==> src/rtl/alarm_tone_sequencer_if.sv <==
// rtl/alarm_tone_sequencer_if.sv - note-table ROM bus between the tone sequencer and its song ROM
interface alarm_tone_sequencer_if #(
  parameter int PER_W = 20,
  parameter int DUR_W = 5,
  parameter int IDX_W = 6
) ();
  logic [IDX_W-1:0] note_idx;
  logic [PER_W-1:0] note_period;
  logic [DUR_W-1:0] note_dur;

  modport master (output note_idx, input note_period, input note_dur);
  modport slave  (input note_idx, output note_period, output note_dur);
endinterface

==> src/rtl/alarm_tone_sequencer.sv <==
// rtl/alarm_tone_sequencer.sv - note-table driven square-wave melody engine for the alarm audio path
module alarm_tone_sequencer #(
  parameter int CLK_HZ    = 100_000_000,
  parameter int PER_W     = 20,
  parameter int DUR_W     = 5,
  parameter int IDX_W     = 6,
  parameter int GAP_TICKS = 1
) (
  input  logic                  clk,
  input  logic                  reset,
  input  logic                  start,
  input  logic                  stop,
  input  logic                  loop_en,
  input  logic [IDX_W-1:0]      seq_len,
  alarm_tone_sequencer_if.master rom,
  output logic                  audio_out,
  output logic                  aud_sd,
  output logic                  busy,
  output logic                  done
);
  localparam int TICK_DIV = (CLK_HZ / 8 > 1) ? CLK_HZ / 8 : 1;
  localparam int PRESC_W  = (TICK_DIV > 1) ? $clog2(TICK_DIV) : 1;
  localparam int GAP_W    = (GAP_TICKS > 1) ? $clog2(GAP_TICKS) : 1;
  localparam int TCNT_W   = (GAP_W > DUR_W) ? GAP_W : DUR_W;
  localparam int GAP_LAST = (GAP_TICKS > 0) ? GAP_TICKS - 1 : 0;
  localparam logic [PRESC_W-1:0] PRESC_LAST = PRESC_W'(TICK_DIV - 1);

  typedef enum logic [2:0] {
    S_IDLE = 3'd0,
    S_LOAD = 3'd1,
    S_PLAY = 3'd2,
    S_GAP  = 3'd3,
    S_ADV  = 3'd4,
    S_END  = 3'd5
  } state_t;

  state_t             state, state_nxt;
  logic [IDX_W-1:0]   note_idx;
  logic [PER_W-1:0]   lat_per, hp_cnt;
  logic [DUR_W-1:0]   lat_dur, dur_last;
  logic [PRESC_W-1:0] presc;
  logic [TCNT_W-1:0]  tick_cnt;
  logic               tick, tone_edge, note_over, gap_over, at_last, done_nxt;

  assign rom.note_idx = note_idx;
  assign dur_last     = lat_dur - DUR_W'(1);
  assign tick         = (presc == PRESC_LAST);
  assign tone_edge    = (lat_per != '0) && (hp_cnt == lat_per - PER_W'(1));
  assign note_over    = tick && (tick_cnt == TCNT_W'(dur_last));
  assign gap_over     = tick && (tick_cnt == TCNT_W'(GAP_LAST));
  // >= rather than == keeps note_idx in range if seq_len shrinks mid-song
  assign at_last      = (note_idx >= seq_len);

  always_comb begin
    state_nxt = state;
    done_nxt  = 1'b0;
    if (state != S_IDLE && stop) begin
      state_nxt = S_IDLE;
      done_nxt  = 1'b1;
    end else begin
      case (state)
        S_IDLE: if (start && !stop) state_nxt = S_LOAD;
        S_LOAD: state_nxt = (rom.note_dur == '0) ? S_END : S_PLAY;
        S_PLAY: if (note_over) state_nxt = (GAP_TICKS > 0) ? S_GAP : S_ADV;
        S_GAP:  if (gap_over) state_nxt = S_ADV;
        S_ADV:  state_nxt = at_last ? S_END : S_LOAD;
        S_END: begin
          if (loop_en) begin
            state_nxt = S_LOAD;
          end else begin
            state_nxt = S_IDLE;
            done_nxt  = 1'b1;
          end
        end
        default: state_nxt = S_IDLE;
      endcase
    end
  end

  always_ff @(posedge clk or negedge reset) begin
    if (!reset) begin
      state     <= S_IDLE;
      note_idx  <= '0;
      lat_per   <= '0;
      lat_dur   <= '0;
      hp_cnt    <= '0;
      presc     <= '0;
      tick_cnt  <= '0;
      audio_out <= 1'b0;
      aud_sd    <= 1'b0;
      busy      <= 1'b0;
      done      <= 1'b0;
    end else begin
      state  <= state_nxt;
      done   <= done_nxt;
      busy   <= (state_nxt != S_IDLE);
      aud_sd <= (state_nxt != S_IDLE);

      if (state_nxt == S_LOAD) begin
        if (state == S_ADV) note_idx <= note_idx + IDX_W'(1);
        else                note_idx <= '0;
      end

      case (state)
        S_LOAD: begin
          lat_per   <= rom.note_period;
          lat_dur   <= rom.note_dur;
          hp_cnt    <= '0;
          presc     <= '0;
          tick_cnt  <= '0;
          audio_out <= 1'b0;
        end
        S_PLAY, S_GAP: begin
          // prescaler keeps running into GAP so the gap is whole ticks too
          presc <= tick ? '0 : presc + PRESC_W'(1);
          if (state_nxt != state) tick_cnt <= '0;
          else if (tick)          tick_cnt <= tick_cnt + TCNT_W'(1);
          if (state == S_PLAY && state_nxt == S_PLAY) begin
            if (tone_edge) begin
              hp_cnt    <= '0;
              audio_out <= ~audio_out;
            end else if (lat_per != '0) begin
              hp_cnt <= hp_cnt + PER_W'(1);
            end
          end else begin
            audio_out <= 1'b0;
          end
        end
        default: audio_out <= 1'b0;
      endcase
    end
  end
endmodule

==> src/flat_wrapper.sv <==
// flat-port wrapper written by rule: the top's interface ports become plain ports
module alarm_tone_sequencer_flat 
#(
  parameter int CLK_HZ    = 100_000_000,
  parameter int PER_W     = 20,
  parameter int DUR_W     = 5,
  parameter int IDX_W     = 6,
  parameter int GAP_TICKS = 1
)
  (clk, reset, start, stop, loop_en, seq_len, audio_out, aud_sd, busy, done, rom_note_idx, rom_note_period, rom_note_dur);
  alarm_tone_sequencer_if #(.PER_W(PER_W), .DUR_W(DUR_W), .IDX_W(IDX_W)) rom_i ();
  input  logic clk;
  input  logic reset;
  input  logic start;
  input  logic stop;
  input  logic loop_en;
  input  logic [IDX_W-1:0] seq_len;
  output logic audio_out;
  output logic aud_sd;
  output logic busy;
  output logic done;
  output wire logic [$bits(rom_i.note_idx)-1:0] rom_note_idx;
  input wire logic [$bits(rom_i.note_period)-1:0] rom_note_period;
  input wire logic [$bits(rom_i.note_dur)-1:0] rom_note_dur;
  assign rom_note_idx = rom_i.note_idx;
  assign rom_i.note_period = rom_note_period;
  assign rom_i.note_dur = rom_note_dur;
  alarm_tone_sequencer #(.CLK_HZ(CLK_HZ), .PER_W(PER_W), .DUR_W(DUR_W), .IDX_W(IDX_W), .GAP_TICKS(GAP_TICKS)) u_core (.clk(clk), .reset(reset), .start(start), .stop(stop), .loop_en(loop_en), .seq_len(seq_len), .rom(rom_i), .audio_out(audio_out), .aud_sd(aud_sd), .busy(busy), .done(done));
endmodule
==> config.mk <==
export PLATFORM = sky130hd
export DESIGN_NAME = alarm_tone_sequencer_flat
export DESIGN_NICKNAME = d
export VERILOG_FILES = /design/src/rtl/alarm_tone_sequencer_if.sv /design/src/rtl/alarm_tone_sequencer.sv /design/src/flat_wrapper.sv
export SDC_FILE = /design/constraint.sdc
export NUM_CORES = 1
export LEC_CHECK = 0
export CAP_MARGIN = 0
export CORE_UTILIZATION = 60
export CTS_CLUSTER_DIAMETER = 80
export CTS_CLUSTER_SIZE = 16
export DETAILED_ROUTE_END_ITERATION = 16
export MAX_ROUTING_LAYER = met4
export PLACE_DENSITY = 0.82
export SYNTH_ARGS = -nofsm -noshare
export SYNTH_HDL_FRONTEND = slang
export SYNTH_SLANG_ARGS = --single-unit
==> constraint.sdc <==
create_clock -name clk -period 3.7 [get_ports clk]
set_input_delay 0.74 -clock clk [delete_from_list [all_inputs] [get_ports clk]]
set_output_delay 0.74 -clock clk [all_outputs]
set_load 0.03 [all_outputs]
==> results of run 1 <==
==> per-stage QoR <==
step | hold WS (ns) | total power [W] | setup WS [ns] | util [%]
floorplan | 0.4424 | 0.002370 | 0.9944 | -
global placement | 0.4609 | 0.002616 | 0.4312 | 67.45
detailed placement | 0.4714 | 0.002681 | 0.2280 | 67.45
CTS | 0.4865 | 0.003387 | 0.5616 | 69.80
global route | 0.5291 | 0.003600 | 0.2759 | 69.80
finish | 0.4833 | 0.003386 | 0.5379 | 69.80
==> where the power goes <==
part,internal (W),leakage [nW],switching (W)
Clock,0.000376,0.0994,0.000330
Combinational,0.000557,1.22,0.000737
Sequential,0.00111,1.14,0.000272
Total,0.00205,2.46,0.00134
==> worst paths after layout <==
check | endpoint | slack [ns] | startpoint | cells after the start
max | u_core.hp_cnt[12] | 0.54 | u_core.lat_per[0] | 10
min | u_core.presc[20] | 0.48 | u_core.presc[20] | 1
max reg2reg | u_core.hp_cnt[12] | 0.54 | u_core.lat_per[0] | 10
min reg2reg | u_core.presc[20] | 0.48 | u_core.presc[20] | 1
max in group asynchronous | u_core.lat_dur[1] | 2.44 | reset | 1
min in group asynchronous | u_core.lat_per[8] | 0.56 | reset | 1
==> registers in the layout (all words and copies together), names as in the netlist <==
register             count
u_core.audio_out         1
u_core.busy              1
u_core.done              1
u_core.hp_cnt           20
u_core.lat_dur           5
u_core.lat_per          20
u_core.presc            24
u_core.rom.note_idx      6
u_core.state             3
u_core.tick_cnt          5
==> critical path: cells and delay by family (launching register included) <==
| family | cells | cell delay, ns |
|---|---|---|
| flip-flops | 1 | 0.44 |
| AO/OA/AOI/OAI | 4 | 1.15 |
| adder cells (fa/ha/maj) | 1 | 0.22 |
| AND/OR/NAND/NOR | 3 | 0.85 |
| buffers and inverters | 2 | 0.37 |
==> layer usage <==
metal | share of wire (%) | up-vias | GRT usage (%) | routed length (um)
met5 | 0 | - | - | 0
met4 | 1.6 | 0 | 11.37 | 197
met3 | 5.5 | 21 | 5.347 | 678
met2 | 50 | 144 | 45.94 | 6169
met1 | 43 | 2270 | 34.83 | 5280
li1 | - | 2257 | - | -
==> layout make-up <==
| cell class | instances | area [um2] | area share, % |
|---|---|---|---|
| clock inverters | 4 | 72.57 | 1.198 |
| flip-flops and latches | 86 | 2152 | 35.53 |
| repair buffers | 50 | 485.5 | 8.015 |
| clock buffers | 11 | 131.4 | 2.169 |
| multi-input cells | 455 | 2987 | 49.31 |
| well taps | 108 | 135.1 | 2.231 |
| inverters | 25 | 93.84 | 1.549 |
==> cells in the final DEF (no fill, tap or decap), drive strengths merged, types with 20 or more instances in the layout <==
cell type / instances
dfrtp: 86
o21ai: 63
nand2: 53
clkdlybuf4s50: 44
nor2: 37
a21oi: 28
inv: 25
nand4: 21
nand3: 20
==> logic make-up (layout without fill, tap and decap cells) <==
logic type / count (synthesis) / after routing
XOR/XNOR: 32 / 32
AO/OA/AOI/OAI: 154 / 154
flip-flops: 86 / 86
AND/OR/NAND/NOR: 234 / 234
buffers and inverters: 54 / 90
adder cells (fa/ha/maj): 13 / 13
multiplexers: 22 / 22
==> flow_metrics.env, run 1 <==
export IMPL_antenna_left=0
export IMPL_dieWidth_um=96.63
export IMPL_synth_xor_area_share_pct=5.217
export IMPL_synth_area_leaders="dfrtp_1 (40%), o21ai_0 (5.7%), mux2_2 (4.0%)"
export IMPL_rsz0062_at_grt="false"
export IMPL_final_area_um2=6057
export IMPL_clock_root_buffer="clkbuf_8"
export IMPL_synth_most_common_cell="dfrtp_1"
export IMPL_relSlewSlack_pct=27.70
export IMPL_cts_setup_buffers=0
export IMPL_drive_gt1_share_pct=9.192
export IMPL_final_nets=676
export IMPL_grt_overflow_total=0
export IMPL_num_vias=4692
export IMPL_globalplace_congestion=0.8880
export IMPL_cts_resized=0
export IMPL_ios=46
export IMPL_yosys_area_share_adder_pct=3.027
export IMPL_first_pass_iters=4
export IMPL_n_antenna_cell=0
export IMPL_cts_buffer_depth=2
export IMPL_async_flop_share_pct=100.0
export IMPL_grt_pass1_wl_um=21160
export IMPL_dp_cells=724
export IMPL_layout_area_overhead_vs_synth_pct=12.74
export IMPL_dpl_hpwl_um=8585
export IMPL_routed_wl_um=12330
export IMPL_max_freq_mhz=316.2
export IMPL_endpoint_kind="register"
export IMPL_synth_top_family_by_area="simple AND/OR/NAND/NOR gates"
export IMPL_synth_top_cell_by_area="dfrtp_1"
export IMPL_worstPathCellList="inv_1 > ha_1 > nor4b_4 > nand4b_1 > a211oi_1 > a2bb2oi_2 > nand4_2 > o31ai_4 > buf_4 > a21oi_1"
export IMPL_placed_area_um2=5853
export IMPL_vias_per_cell=6.349
export IMPL_ctsHoldBuffers=0
export IMPL_place_port_buffers=45
export IMPL_initial_utilization_pct=61.91
export IMPL_rows=34
export IMPL_synth_area_mux_share_pct=4.541
export IMPL_synth_top_area_share_pct=40.06
export IMPL_skew_ns=0.005021
export IMPL_stdcell_count=739
export IMPL_ys_ff_latch=86
export IMPL_tns_ns=0
export IMPL_clkLatencyLatePin_ns=0.35
export IMPL_crit_required_ns=3.93
export IMPL_maxCapViolations=0
export IMPL_powerDensity_nw_per_um2=559.0
export IMPL_cp_arrival_ns=3.40
export IMPL_critPathMaxFanout=12
export IMPL_clk_pin_slew_worst_paths_ns=0.08
export IMPL_htree_levels=3
export IMPL_synthTopCellsByCount="dfrtp_1 (86), o21ai_0 (61), nand2_1 (53), nor2_1 (36)"
export IMPL_drc=0
export IMPL_tritoncts="yes"
export IMPL_n_fill_cell=680
export IMPL_vdd_ir_drop_max_v=0.0004146
export IMPL_synth_edf_count=0
export IMPL_grt_max_degree=87
export IMPL_synth_compound_area_share_pct=18.12
export IMPL_cp_start_kind="register"
export IMPL_synthFlopType="dfrtp_1"
export IMPL_syn_inst=595
export IMPL_yosysSeqAreaShare_pct=40.06
export IMPL_die_h_um=96.63
export IMPL_antenna_found_initial=0
export IMPL_fin_crit_sh_pct=85.46
export IMPL_drt_initial_drc_count=288
export IMPL_numCtsBuffers=9
export IMPL_status="finished, final reports clean"
export IMPL_ys_types=67
export IMPL_setup_violations=0
export IMPL_cts_sinks=86
export IMPL_crit_type="reg2reg"
export IMPL_syn_num_nets=644
export IMPL_syn_avg_cell_area_um2=9.030
export IMPL_grt_pass1_vias=4654
export IMPL_crit_slowest_cell="o31ai_4"
export IMPL_maxSlewViolCount=0
export IMPL_coreArea_um2=8678
export IMPL_wl_per_cell_um=16.68
export IMPL_slowest_delay_ns=0.60
export IMPL_tightest_slew_ns=1.085
export IMPL_final_hold_violation_count=0
export IMPL_p_leak_nw=2.460
export IMPL_fin_crit_ns=3.162
export IMPL_hold_class="reg2reg"
export IMPL_die_area_um2=9336
export IMPL_track_usage_pct=28.25
export IMPL_synthesis_area_um2=5373
export IMPL_synth_simple_area_share_pct=24.59
export IMPL_synth_yosys_warnings=0
No activity file was read; power rests on OpenSTA's default activity.
==> inputs of run 2 (changes only) <==
--- a/config.mk
+++ b/config.mk
@@ -5,7 +5,7 @@
 export SDC_FILE = /design/constraint.sdc
 export NUM_CORES = 1
 export LEC_CHECK = 0
-export CAP_MARGIN = 0
+export CAP_MARGIN = 20
 export CORE_UTILIZATION = 60
 export CTS_CLUSTER_DIAMETER = 80
 export CTS_CLUSTER_SIZE = 16
==> flow_metrics.env, run 2 (same netlist as run 1, synthesis figures left out) <==
export IMPL_status="finished, final reports clean"
export IMPL_crit_slowest_cell="or4_1"
export IMPL_vias_per_cell=6.296
export IMPL_dpl_hpwl_um=8585
export IMPL_worstPathCellList="clkdlybuf4s50_1 > or4_1 > o21ai_0 > a21oi_1 > o32ai_1 > o21ai_1 > or2_0 > o31ai_1"
export IMPL_track_usage_pct=28.25
export IMPL_skew_ns=0.004558
export IMPL_vdd_ir_drop_max_v=0.0004160
export IMPL_pwr_share_seq_pct=40.9
export IMPL_ctsHoldBuffers=0
export IMPL_n_antenna_cell=0
export IMPL_antenna_left=0
export IMPL_grt_overflow_total=0
export IMPL_tns_ns=0
export IMPL_globalplace_congestion=0.8880
export IMPL_powerDensity_nw_per_um2=556.9
export IMPL_reg2reg_slack_ns=0.53
export IMPL_tightest_slew_ns=0.8722
export IMPL_swShare_pct=39.51
export IMPL_antenna_found_initial=0
export IMPL_cts_setup_buffers=0
export IMPL_htree_levels=3
export IMPL_drt_initial_drc_count=251
export IMPL_cts_buffer_depth=2
export IMPL_layout_area_overhead_vs_synth_pct=13.25
export IMPL_p_leak_nw=2.473
export IMPL_drive_gt1_share_pct=9.335
export IMPL_largest_reg_flops=24
export IMPL_crit_required_ns=3.95
export IMPL_clkLatencyLatePin_ns=0.35
export IMPL_wl_per_cell_um=16.70
export IMPL_crit_type="in2reg"
export IMPL_cts_sinks=86
export IMPL_dieWidth_um=96.63
export IMPL_rsz0062_at_grt="false"
export IMPL_whs_ns=0.2728
export IMPL_drc=0
export IMPL_intPower_w=0.002050
export IMPL_max_freq_mhz=314.5
export IMPL_clk_pin_slew_worst_paths_ns=0.08
export IMPL_maxCapViolations=0
export IMPL_die_area_um2=9336
export IMPL_combPwrFrac_pct=38.4
export IMPL_clkPwrFrac_pct=20.7
export IMPL_num_vias=4659
export IMPL_coreArea_um2=8678
export IMPL_numCtsBuffers=9
export IMPL_critPathMaxFanout=8
export IMPL_routed_wl_um=12360
export IMPL_slowest_delay_ns=0.56
export IMPL_tritoncts="yes"
export IMPL_relSlewSlack_pct=41.54
export IMPL_endpoint_kind="register"
export IMPL_grt_pass1_wl_um=21160
export IMPL_ios=46
export IMPL_cp_start_kind="input port"
export IMPL_place_port_buffers=45
export IMPL_clock_root_buffer="clkbuf_8"
export IMPL_hold_class="in2async"
export IMPL_grt_pass1_vias=4654
export IMPL_first_pass_iters=5
export IMPL_layout_common_cells="dfrtp_1 (86), o21ai_0 (61), nand2_1 (53)"
export IMPL_fin_crit_sh_pct=85.93
export IMPL_layout_commonest_cell="dfrtp_1"
export IMPL_grt_max_degree=87
export IMPL_cp_arrival_ns=3.43
export IMPL_final_nets=677
export IMPL_initial_utilization_pct=61.91
export IMPL_die_h_um=96.63
export IMPL_regMostFlops="u_core.presc"
export IMPL_switchingPower_w=0.001339
export IMPL_rows=34
export IMPL_reg_top3="u_core.presc (24), u_core.hp_cnt (20), u_core.lat_per (20)"
export IMPL_fin_crit_ns=3.179
export IMPL_setup_violations=0
export IMPL_final_hold_violation_count=0
export IMPL_maxSlewViolCount=0
export IMPL_cts_resized=0
## run 2: cell types whose count changed in the layout (fill, tap and decap cells not counted), sizes merged
cell / before / now
buf: 6 / 7
## run 2: layer usage
layer	wire, um	vias to the layer above	GRT usage [%]
li1	-	2256	-
met4	205	0	11.37
met2	6144	128	45.94
met5	0	-	-
met3	654	27	5.347
met1	5353	2248	34.83
## run 2: per-stage QoR
stage          total power, W  setup slack [ns]  cells  instance area (um2)  util [%]
6_report             0.003388            0.5206    740                 6085     70.11
5_1_grt              0.003604            0.2759    740                 6085     70.11
3_5_place_dp         0.002681            0.2280    724                 5853     67.45
2_1_floorplan        0.002370            0.9944    595                 5373         -
3_3_place_gp         0.002616            0.4312    724                 5853     67.45
4_1_cts              0.003387            0.5616    739                 6057     69.80
## run 2: worst paths after layout
| check | to | cells after the start | start |
|---|---|---|---|
| setup / recovery | u_core.rom.note_idx[5] | 8 | rom_note_dur[0] |
| hold / removal | u_core.lat_per[8] | 1 | reset |
| setup reg to reg | u_core.hp_cnt[12] | 10 | u_core.lat_per[0] |
| hold reg to reg | u_core.presc[20] | 1 | u_core.presc[20] |
| max in group asynchronous | u_core.presc[9] | 2 | reset |
| min in group clk | u_core.presc[20] | 1 | u_core.presc[20] |
## run 2: area by class of cell
| type | count | area, um2 |
|---|---|---|
| flip-flops and latches | 86 | 2152 |
| clock buffers | 11 | 131.4 |
| well taps | 108 | 135.1 |
| multi-input cells | 455 | 2987 |
| fillers | 678 | 2594 |
| repair buffers | 51 | 513.0 |
| inverters | 25 | 93.84 |
| clock inverters | 4 | 72.57 |
## run 2: power by group through the flow
stage / Combinational (W) / Sequential (W) / Clock, W
finish: 0.00130 / 0.00139 / 0.000702
global route: 0.00143 / 0.00142 / 0.000750
CTS: 0.00129 / 0.00139 / 0.000710
detailed placement: 0.00128 / 0.00140 / 0
global placement: 0.00122 / 0.00139 / 0
floorplan: 0.00106 / 0.00131 / 0
## run 2: critical path, delay by kind of cell
family | cells | cell delay, ns
AOI/OAI and AO/OA | 5 | 1.33
and+or+nand+nor | 2 | 0.94
buffers and inverters | 1 | 0.41
==> inputs of run 3 (changes only) <==
--- a/config.mk
+++ b/config.mk
@@ -12,6 +12,8 @@
 export DETAILED_ROUTE_END_ITERATION = 16
 export MAX_ROUTING_LAYER = met4
 export PLACE_DENSITY = 0.82
+export SKIP_LAST_GASP = 1
 export SYNTH_ARGS = -nofsm -noshare
 export SYNTH_HDL_FRONTEND = slang
 export SYNTH_SLANG_ARGS = --single-unit
+export TNS_END_PERCENT = 50
==> results of run 3 <==
No change in the layout: final DEF, timing and power equal those of run 2.
